File: config.mk
export PLATFORM = sky130hd
export DESIGN_NAME = adder_error_metric
export DESIGN_NICKNAME = d
export VERILOG_FILES = /design/src/rtl/adder_error_metric.sv
export SDC_FILE = /design/constraint.sdc
export NUM_CORES = 1
export LEC_CHECK = 0
export ABC_AREA = 0
export CORE_UTILIZATION = 45
export CTS_CLUSTER_DIAMETER = 60
export DETAILED_ROUTE_END_ITERATION = 8
export PLACE_DENSITY = 0.68
export SYNTH_ARGS = -nofsm -noshare
export SYNTH_HDL_FRONTEND = slang
export SYNTH_SLANG_ARGS = --single-unit
File: constraint.sdc
create_clock -name clk -period 5.05 [get_ports clk]
set_clock_uncertainty 0.2 [all_clocks]
set_input_delay 0.505 -clock clk [delete_from_list [all_inputs] [get_ports clk]]
set_output_delay 0.505 -clock clk [all_outputs]
set_load 0.02 [all_outputs]
File: src/rtl/adder_error_metric.sv
// Streaming error-distance accumulator for exact vs approximate adders.
// Runs over N samples, then holds count, error count, ED sum and max ED.
module adder_error_metric #(
  parameter int WIDTH = 16,
  parameter int CNT_W = 16,
  parameter int ACC_W = WIDTH + 1 + CNT_W
) (
  input  logic             clk,
  input  logic             rst_n,
  input  logic             start,
  input  logic [CNT_W-1:0] num_samples,
  input  logic             in_valid,
  output logic             in_ready,
  input  logic [WIDTH:0]   exact_sum,
  input  logic [WIDTH:0]   approx_sum,
  output logic             busy,
  output logic             done,
  output logic [CNT_W-1:0] sample_count,
  output logic [CNT_W-1:0] err_count,
  output logic [ACC_W-1:0] sum_ed,
  output logic [WIDTH:0]   max_ed
);

  typedef enum logic [1:0] {
    IDLE,
    RUN,
    DONE
  } state_t;

  state_t           state_q;
  state_t           state_d;
  logic [CNT_W-1:0] n_q;
  logic [CNT_W-1:0] acc_q;
  logic             s1_vld;
  logic [WIDTH:0]   s1_ed;
  logic [WIDTH:0]   ed;
  logic [CNT_W-1:0] cnt_inc;
  logic             go;
  logic             xfer;
  logic             s2_last;

  assign go       = start && (state_q != RUN);
  assign in_ready = (state_q == RUN) && (acc_q != n_q);
  assign xfer     = in_valid && in_ready;
  assign busy     = (state_q == RUN);
  assign done     = (state_q == DONE);
  assign cnt_inc  = sample_count + CNT_W'(1);
  assign s2_last  = s1_vld && (cnt_inc == n_q);

  // Both operands are WIDTH+1 bits, so ordering the subtraction
  // keeps the magnitude exact with no wrap.
  assign ed = (exact_sum >= approx_sum) ?
              (exact_sum - approx_sum) :
              (approx_sum - exact_sum);

  always_ff @(posedge clk or negedge rst_n) begin
    if (!rst_n) state_q <= IDLE;
    else        state_q <= state_d;
  end

  always_comb begin
    state_d = state_q;
    unique case (1'b1)
      go: begin
        if (num_samples != '0) state_d = RUN;
        else                   state_d = DONE;
      end
      s2_last && (state_q == RUN): state_d = DONE;
      default: state_d = state_q;
    endcase
  end

  always_ff @(posedge clk or negedge rst_n) begin
    if (!rst_n) begin
      n_q          <= '0;
      acc_q        <= '0;
      s1_vld       <= 1'b0;
      s1_ed        <= '0;
      sample_count <= '0;
      err_count    <= '0;
      sum_ed       <= '0;
      max_ed       <= '0;
    end else if (go) begin
      n_q          <= num_samples;
      acc_q        <= '0;
      s1_vld       <= 1'b0;
      s1_ed        <= '0;
      sample_count <= '0;
      err_count    <= '0;
      sum_ed       <= '0;
      max_ed       <= '0;
    end else begin
      s1_vld <= xfer;
      if (xfer) begin
        s1_ed <= ed;
        acc_q <= acc_q + CNT_W'(1);
      end
      if (s1_vld) begin
        sample_count <= cnt_inc;
        if (s1_ed != '0) err_count <= err_count + CNT_W'(1);
        sum_ed <= sum_ed + ACC_W'(s1_ed);
        if (s1_ed > max_ed) max_ed <= s1_ed;
      end
    end
  end

endmodule

==> results.md, run 1 <==
* Cell area after synthesis at between 9000 and 10,000 um^2
* Status: complete, no violations
* Largest net degree at the start of global routing at 90
* Sequential area share after synthesis at between 30% and 40%
* Hold path endpoint: state_q[0]
* Fin crit share at a little over two thirds
* Buffers from clock root to sink, at most at 2
* Core area at about 20,000 um^2
* Clk pwr share at approximately 23%
* Netlist cell types at 73
* Cell row count at 52
* HPWL after detailed placement at 17.46 mm
* Leakage at between 5 and 6 nW
* # setup viols final at 0
* Hold Crit Class: flip-flop to flip-flop
* Clock root cell: clkbuf_16
* Crit end category: flip-flop
* Syn nets at between 1,000 and 1,500
* Initial antenna violation count at 0
* Vias in the first global route at ~7,600
* Vias after detailed routing at about 8,000
* Ports at about 140
* Sequential power share at 31.1%
* Worst EP required at roughly 5200 ps
* Worst Path Arrival at between 3000 and 4000 ps
* Vias per std cell at between 5 and 6
* Syn Area/Cell at 8.712 um^2
* Placer Congestion at about 0.91
* Area post-placement at about 11,000 um^2
* Flop and latch count out of synthesis at between 100 and 150
* Syn Inst Count at 1,083
* Async set-reset flop share out of synthesis at 100.0%
* Synth-to-Final Area Change at 23.23%
* Final WS setup at 1513 ps
* CP Max Fanout at 18
* H-tree levels at 4
* Port Buf Inserts at approximately 140
* MaxCap Viol Count at 0
* Total global-route track usage at between 20 and 25%
* Switching pwr at approximately 2.3 mW
* Clk sinks at about 130
* Crit path kind: primary input to flip-flop
* Finished Cell Area at 11,630 um^2
* N_diodes at 0
* Top-area cell type share of the netlist area at a little over a third
* Clk slew on worst S/H paths at 60 ps
* Synth Flop Type: dfrtp_1
* TritonCTS Buffers at 17
* Cell Pwr Density at slightly below 500 nW/um^2
* Iter 0 DRT Violations at around 330
* CTS tree: yes
* Max_slew headroom at between 20% and 30%
* Cell taking the most area after synthesis: dfrtp_1
* Reg2Reg Setup Slack at approximately 2000 ps
* Fin crit period at between 3000 and 4000 ps
* Gr ovfl total at 0
* Initial core utilization at approximately 46%
* RSZ-0062 raised after global routing: no
* Synth warn at 0
* Layout cells sized above 1 at a little over 5%
* Drt first pass iters at 5
* Die Ht at between 100 and 150 um
* DR DRC count at 0
* Worst hold stages at 1
* Worst-skew pair later-pin latency at approximately 420 ps
* Switch share at approximately two fifths
* Die Span X at 146.8 um
* Final hold vios at 0
* Startpoint types: primary input
* Comb pwr share at a little under half
* FF-to-FF Start: s1_ed[0]
* Post-layout utilization of the core at ~57%
* Int Pwr at 3.461 mW
* R2R cell count at 10
* Most frequent cells in the layout: clkdlybuf4s50_1, dfrtp_1, nor2_1
* DIE AREA at 21,550 um^2
* Nets at between 1,000 and 1,500
* DRT Wirelength at between 20 and 25 mm
* Global-route wire length before repair at ~39 mm
* Commonest non-fill, non-tap cell in the layout: clkdlybuf4s50_1
* Post-synth EDFFs at 0
* Hold Crit Start: state_q[0]
* Hold Slack at about 340 ps
* Post-DRT Antenna Nets at 0
* Pre-CTS setup slack at around 1100 ps
* Setup Total Neg Slack at 0 ps
* Area contributors post-synth: dfrtp_1, ha_1, xor2_1
* Setup bufs post-CTS at 0
* Peak VDD IR at ~0.00031 V
* Routed WL per cell at about 16 um
* Worst slew pin tran at 1063 ps
* Reg2reg end: sum_ed[32]
* Fmax at 282.8 MHz
* Final Max Tran Viols at 0
[cells in the mapped netlist (6+ instances only)]
cell      instances
dfrtp_1         134
xnor2_1          44
inv_1            66
nor2b_1          13
and2_1           11
o211ai_1          9
mux2i_1          36
a211oi_1          8
a211o_1           7
nor2_1          108
nor4_1           15
xor2_1           57
nor3_1           13
nand2_1          99
buf_2            12
ha_1             70
a21o_1           29
a21oi_1          59
and3_1           17
o21ai_0          49
clkbuf_1         34
nand4_1          34
or3_1            19
nand3_1          46
o31ai_1           6
[worst max path at each step]
| stage | startpoint | end | slack (ps) | cells past startpoint |
|---|---|---|---|---|
| finish | exact_sum[4] | s1_ed[16] | 1510 | 11 |
| CTS | exact_sum[4] | s1_ed[16] | 1570 | 11 |
| global placement | exact_sum[4] | s1_ed[16] | 1220 | 11 |
| detailed placement | exact_sum[4] | s1_ed[16] | 1110 | 11 |
| floorplan | sum_ed[0] | sum_ed[26] | 2050 | 11 |
| global route | exact_sum[4] | s1_ed[16] | 1230 | 11 |
[logic make-up after synthesis]
kind of cell    Yosys count  share of synthesized area, %
compound gates          213                         14.96
xor+xnor                101                         9.375
fa+ha+maj                73                         9.919
buf+inv                 119                         4.973
flops                   134                         35.54
mux                      40                         4.336
simple gates            403                         20.90
[state kept, by name, summed over array words and instances, names as in the netlist]
register,flops
sum_ed,33
n_q,16
max_ed,17
state_q,2
err_count,16
sample_count,16
acc_q,16
s1_ed,17
s1_vld,1
[worst max-delay path, stage by stage]
cell,delay [ps]
clkdlybuf4s50_1,480
inv_1,50
ha_1,470
nand3_1,160
o21bai_1,210
a21boi_1,340
o221ai_2,260
nand2_4,310
mux2i_1,440
o21ai_0,140
a211o_1,280
[through the flow]
stage	instances	power (mW)
4_1_cts	1479	5.810
6_report	1479	5.778
3_5_place_dp	1446	4.486
3_3_place_gp	1446	4.438
2_1_floorplan	1083	3.504
5_1_grt	1479	6.186
[timing repair]
item,in CTS,in global routing
hold buffers,1,0
endpoints found under the hold margin,32,0
gates resized for setup,0,0
[final cells by class]
cell class | instances | area (um^2)
fillers | 1839 | 8737
multi-input cells | 830 | 5615
flip-flops and latches | 134 | 3353
repair buffers | 146 | 1445
clock buffers | 19 | 452.9
well taps | 270 | 337.8
inverters | 67 | 251.5
clock inverters | 13 | 171.4
[routing by layer]
layer / up-vias / global-route usage (%) / wire length (um)
met1: 3879 / 30.50 / 11060
li1: 4029 / - / -
met4: 0 / 6.875 / 335
met2: 169 / 35.85 / 10900
met5: - / 0 / 0
met3: 21 / 4.130 / 1218
[power groups by stage]
| stage | Clock (mW) | Sequential (mW) | Combinational (mW) |
|---|---|---|---|
| after floorplan | 0 | 1.95 | 1.55 |
| after global placement | 0 | 1.81 | 2.63 |
| after detailed placement | 0 | 1.82 | 2.67 |
| after CTS | 1.32 | 1.80 | 2.69 |
| after global routing | 1.37 | 1.85 | 2.96 |
| final | 1.30 | 1.80 | 2.68 |
Power figures use the tool's default switching activity.
==> inputs of run 2 (changes only) <==
Settings changed: PLACE_DENSITY 0.68 to 0.71.
Clock period 5.05 ns to 3.1 ns, I/O delays scaled along.
==> results.md, run 2 (synthesis gave the netlist of run 1 again) <==
* Leakage at around 5.6 nW
* CP Max Fanout at 6
* Crit. Startpoint: sum_ed[0]
* Vias after detailed routing at 8,418
* Max_slew headroom at 42.48%
* Post-layout utilization of the core at 60.00%
* Status: complete, no violations
* Port Buf Inserts at approximately 140
* Fin crit period at 2980 ps
* Ports at approximately 140
* Most frequent cells in the layout: clkdlybuf4s50_1, dfrtp_1, nor2_1
* Iter 0 DRT Violations at approximately 450
* R2R cell count at 11
* N_diodes at 0
* Clk pwr share at 21.3%
* MaxCap Viol Count at 0
* Max FFs per register at 33
* Cell Pwr Density at 779.5 nW/um^2
* Worst slew pin tran at roughly 860 ps
* Layout cells sized above 1 at 11.18%
* Crit path kind: flip-flop to flip-flop
* Worst Path Arrival at 3040 ps
* Initial antenna violation count at 0
* # placed instances at between 1,500 and 2,000
* DRT Wirelength at 24.22 mm
* Final Max Tran Viols at 0
* Placer Congestion at 0.9322
* Global-route wire length before repair at 40.35 mm
* Worst EP required at roughly 3200 ps
* Die Ht at between 100 and 150 um
* DIE AREA at approximately 22,000 um^2
* Final WS setup at roughly 120 ps
* # setup viols final at 0
* Total global-route track usage at between 20% and 30%
* Post-DRT Antenna Nets at 0
* Worst setup path end: sum_ed[28]
* DR DRC count at 0
* Final Non-Filler Cells at around 1,600
* Hold Crit Class: primary input to flip-flop
* Drt first pass iters at 5
* Initial core utilization at 46.33%
* Pre-CTS setup slack at -184.0 ps
* H-tree levels at 4
* FF-to-FF Start: sum_ed[0]
* Buffers from clock root to sink, at most at 2
* Reg2reg end: sum_ed[28]
* Synth-to-Final Area Change at 29.49%
* Fin crit share at between 90 and 100%
* Fill count at between 1,500 and 2,000
* Top flop regs: sum_ed (33), max_ed (17), s1_ed (17)
* Int Pwr at 5.651 mW
* Final hold vios at 0
* HPWL after detailed placement at approximately 19 mm
* Vias in the first global route at a little over 8,000
* Clock root cell: clkbuf_16
* Register name with the most flops: sum_ed
* Comb pwr share at between 40% and 50%
* Peak VDD IR at 0.0004055 V
* Clk sinks at approximately 130
* Startpoint types: flip-flop
* Core area at between 20,000 and 25,000 um^2
* Crit end category: flip-flop
* Switch share at a little over 40%
* Gr ovfl total at 0
* Routed WL per cell at 15.54 um
* Clk slew on worst S/H paths at roughly 60 ps
* Cell row count at 52
* Nets at 1,402
* Sequential power share at 30.8%
* Setup Total Neg Slack at 0 ps
* TritonCTS Buffers at 17
* Commonest non-fill, non-tap cell in the layout: clkdlybuf4s50_1
* Worst-skew pair later-pin latency at 430 ps
* Die Span X at 146.8 um
* CTS tree: yes
* Reg2Reg Setup Slack at ~120 ps
* Vias per std cell at 5.403
* Switching pwr at approximately 3.9 mW
* Fmax at about 340 MHz
* Largest net degree at the start of global routing at 82
run 2: per-stage QoR:
| stage | cell area [um^2] | hold WS [ps] | power [mW] |
|---|---|---|---|
| 2_1_floorplan | 9435 | -185.6 | 5.709 |
| 3_3_place_gp | 11580 | 187.6 | 7.330 |
| 3_5_place_dp | 11580 | 181.1 | 7.444 |
| 4_1_cts | 12190 | 241.1 | 9.524 |
| 5_1_grt | 12220 | 261.1 | 10.20 |
| 6_report | 12220 | 245.6 | 9.524 |
run 2: how the worst min path moves through the flow:
| stage | from | endpoint | slack (ps) | depth (start not counted) |
|---|---|---|---|---|
| floorplan | rst_n | acc_q[0] | -190 | 0 |
| global placement | rst_n | sum_ed[26] | 190 | 1 |
| detailed placement | rst_n | sum_ed[25] | 180 | 1 |
| CTS | num_samples[8] | n_q[8] | 240 | 3 |
| global route | num_samples[10] | n_q[10] | 260 | 3 |
| finish | num_samples[8] | n_q[8] | 250 | 3 |
run 2: metal layers:
layer | track usage, % | share of wire [%] | routed length (um) | up-vias
met3 | 3.913 | 4.6 | 1114 | 46
met2 | 38.08 | 47 | 11330 | 184
met1 | 30.73 | 46 | 11110 | 3999
li1 | - | - | - | 4189
met5 | 0 | 0 | 0 | -
met4 | 9.219 | 2.7 | 664 | 0
run 2: final cells by class:
type / instances / area, um^2 / area share, %
Clock buffer: 17 / 425.4 / 3.482
Clock inverter: 15 / 170.2 / 1.393
Inverter: 67 / 251.5 / 2.058
Multi-Input combinational cell: 830 / 5632 / 46.09
Sequential cell: 134 / 3353 / 27.44
Tap cell: 270 / 337.8 / 2.765
Timing Repair Buffer: 225 / 2048 / 16.76
run 2: power by group through the flow:
| stage | clock, mW | sequential (mW) | combinational, mW |
|---|---|---|---|
| 2_1_floorplan | 0 | 3.18 | 2.53 |
| 3_3_place_gp | 0 | 2.94 | 4.39 |
| 3_5_place_dp | 0 | 2.94 | 4.50 |
| 4_1_cts | 2.06 | 2.92 | 4.54 |
| 5_1_grt | 2.14 | 3.01 | 5.05 |
| 6_report | 2.03 | 2.93 | 4.56 |
run 2: what timing repair did:
action / 4_1_cts / 5_1_grt
setup endpoints to repair: 0 / 6
gates resized for setup: 0 / 5
endpoints found under the hold margin: 71 / 0
buffers inserted: 0 / 1
hold buffers: 1 / 0
run 2: worst max-delay path, cell delays in order, from the launching register on:
cell,delay (ps)
dfrtp_1,420
ha_2,220
fa_2,370
a211o_1,270
o211ai_1,160
a21o_1,250
a311oi_2,160
o31ai_2,300
buf_4,150
buf_2,150
or3_1,110
a21oi_1,60
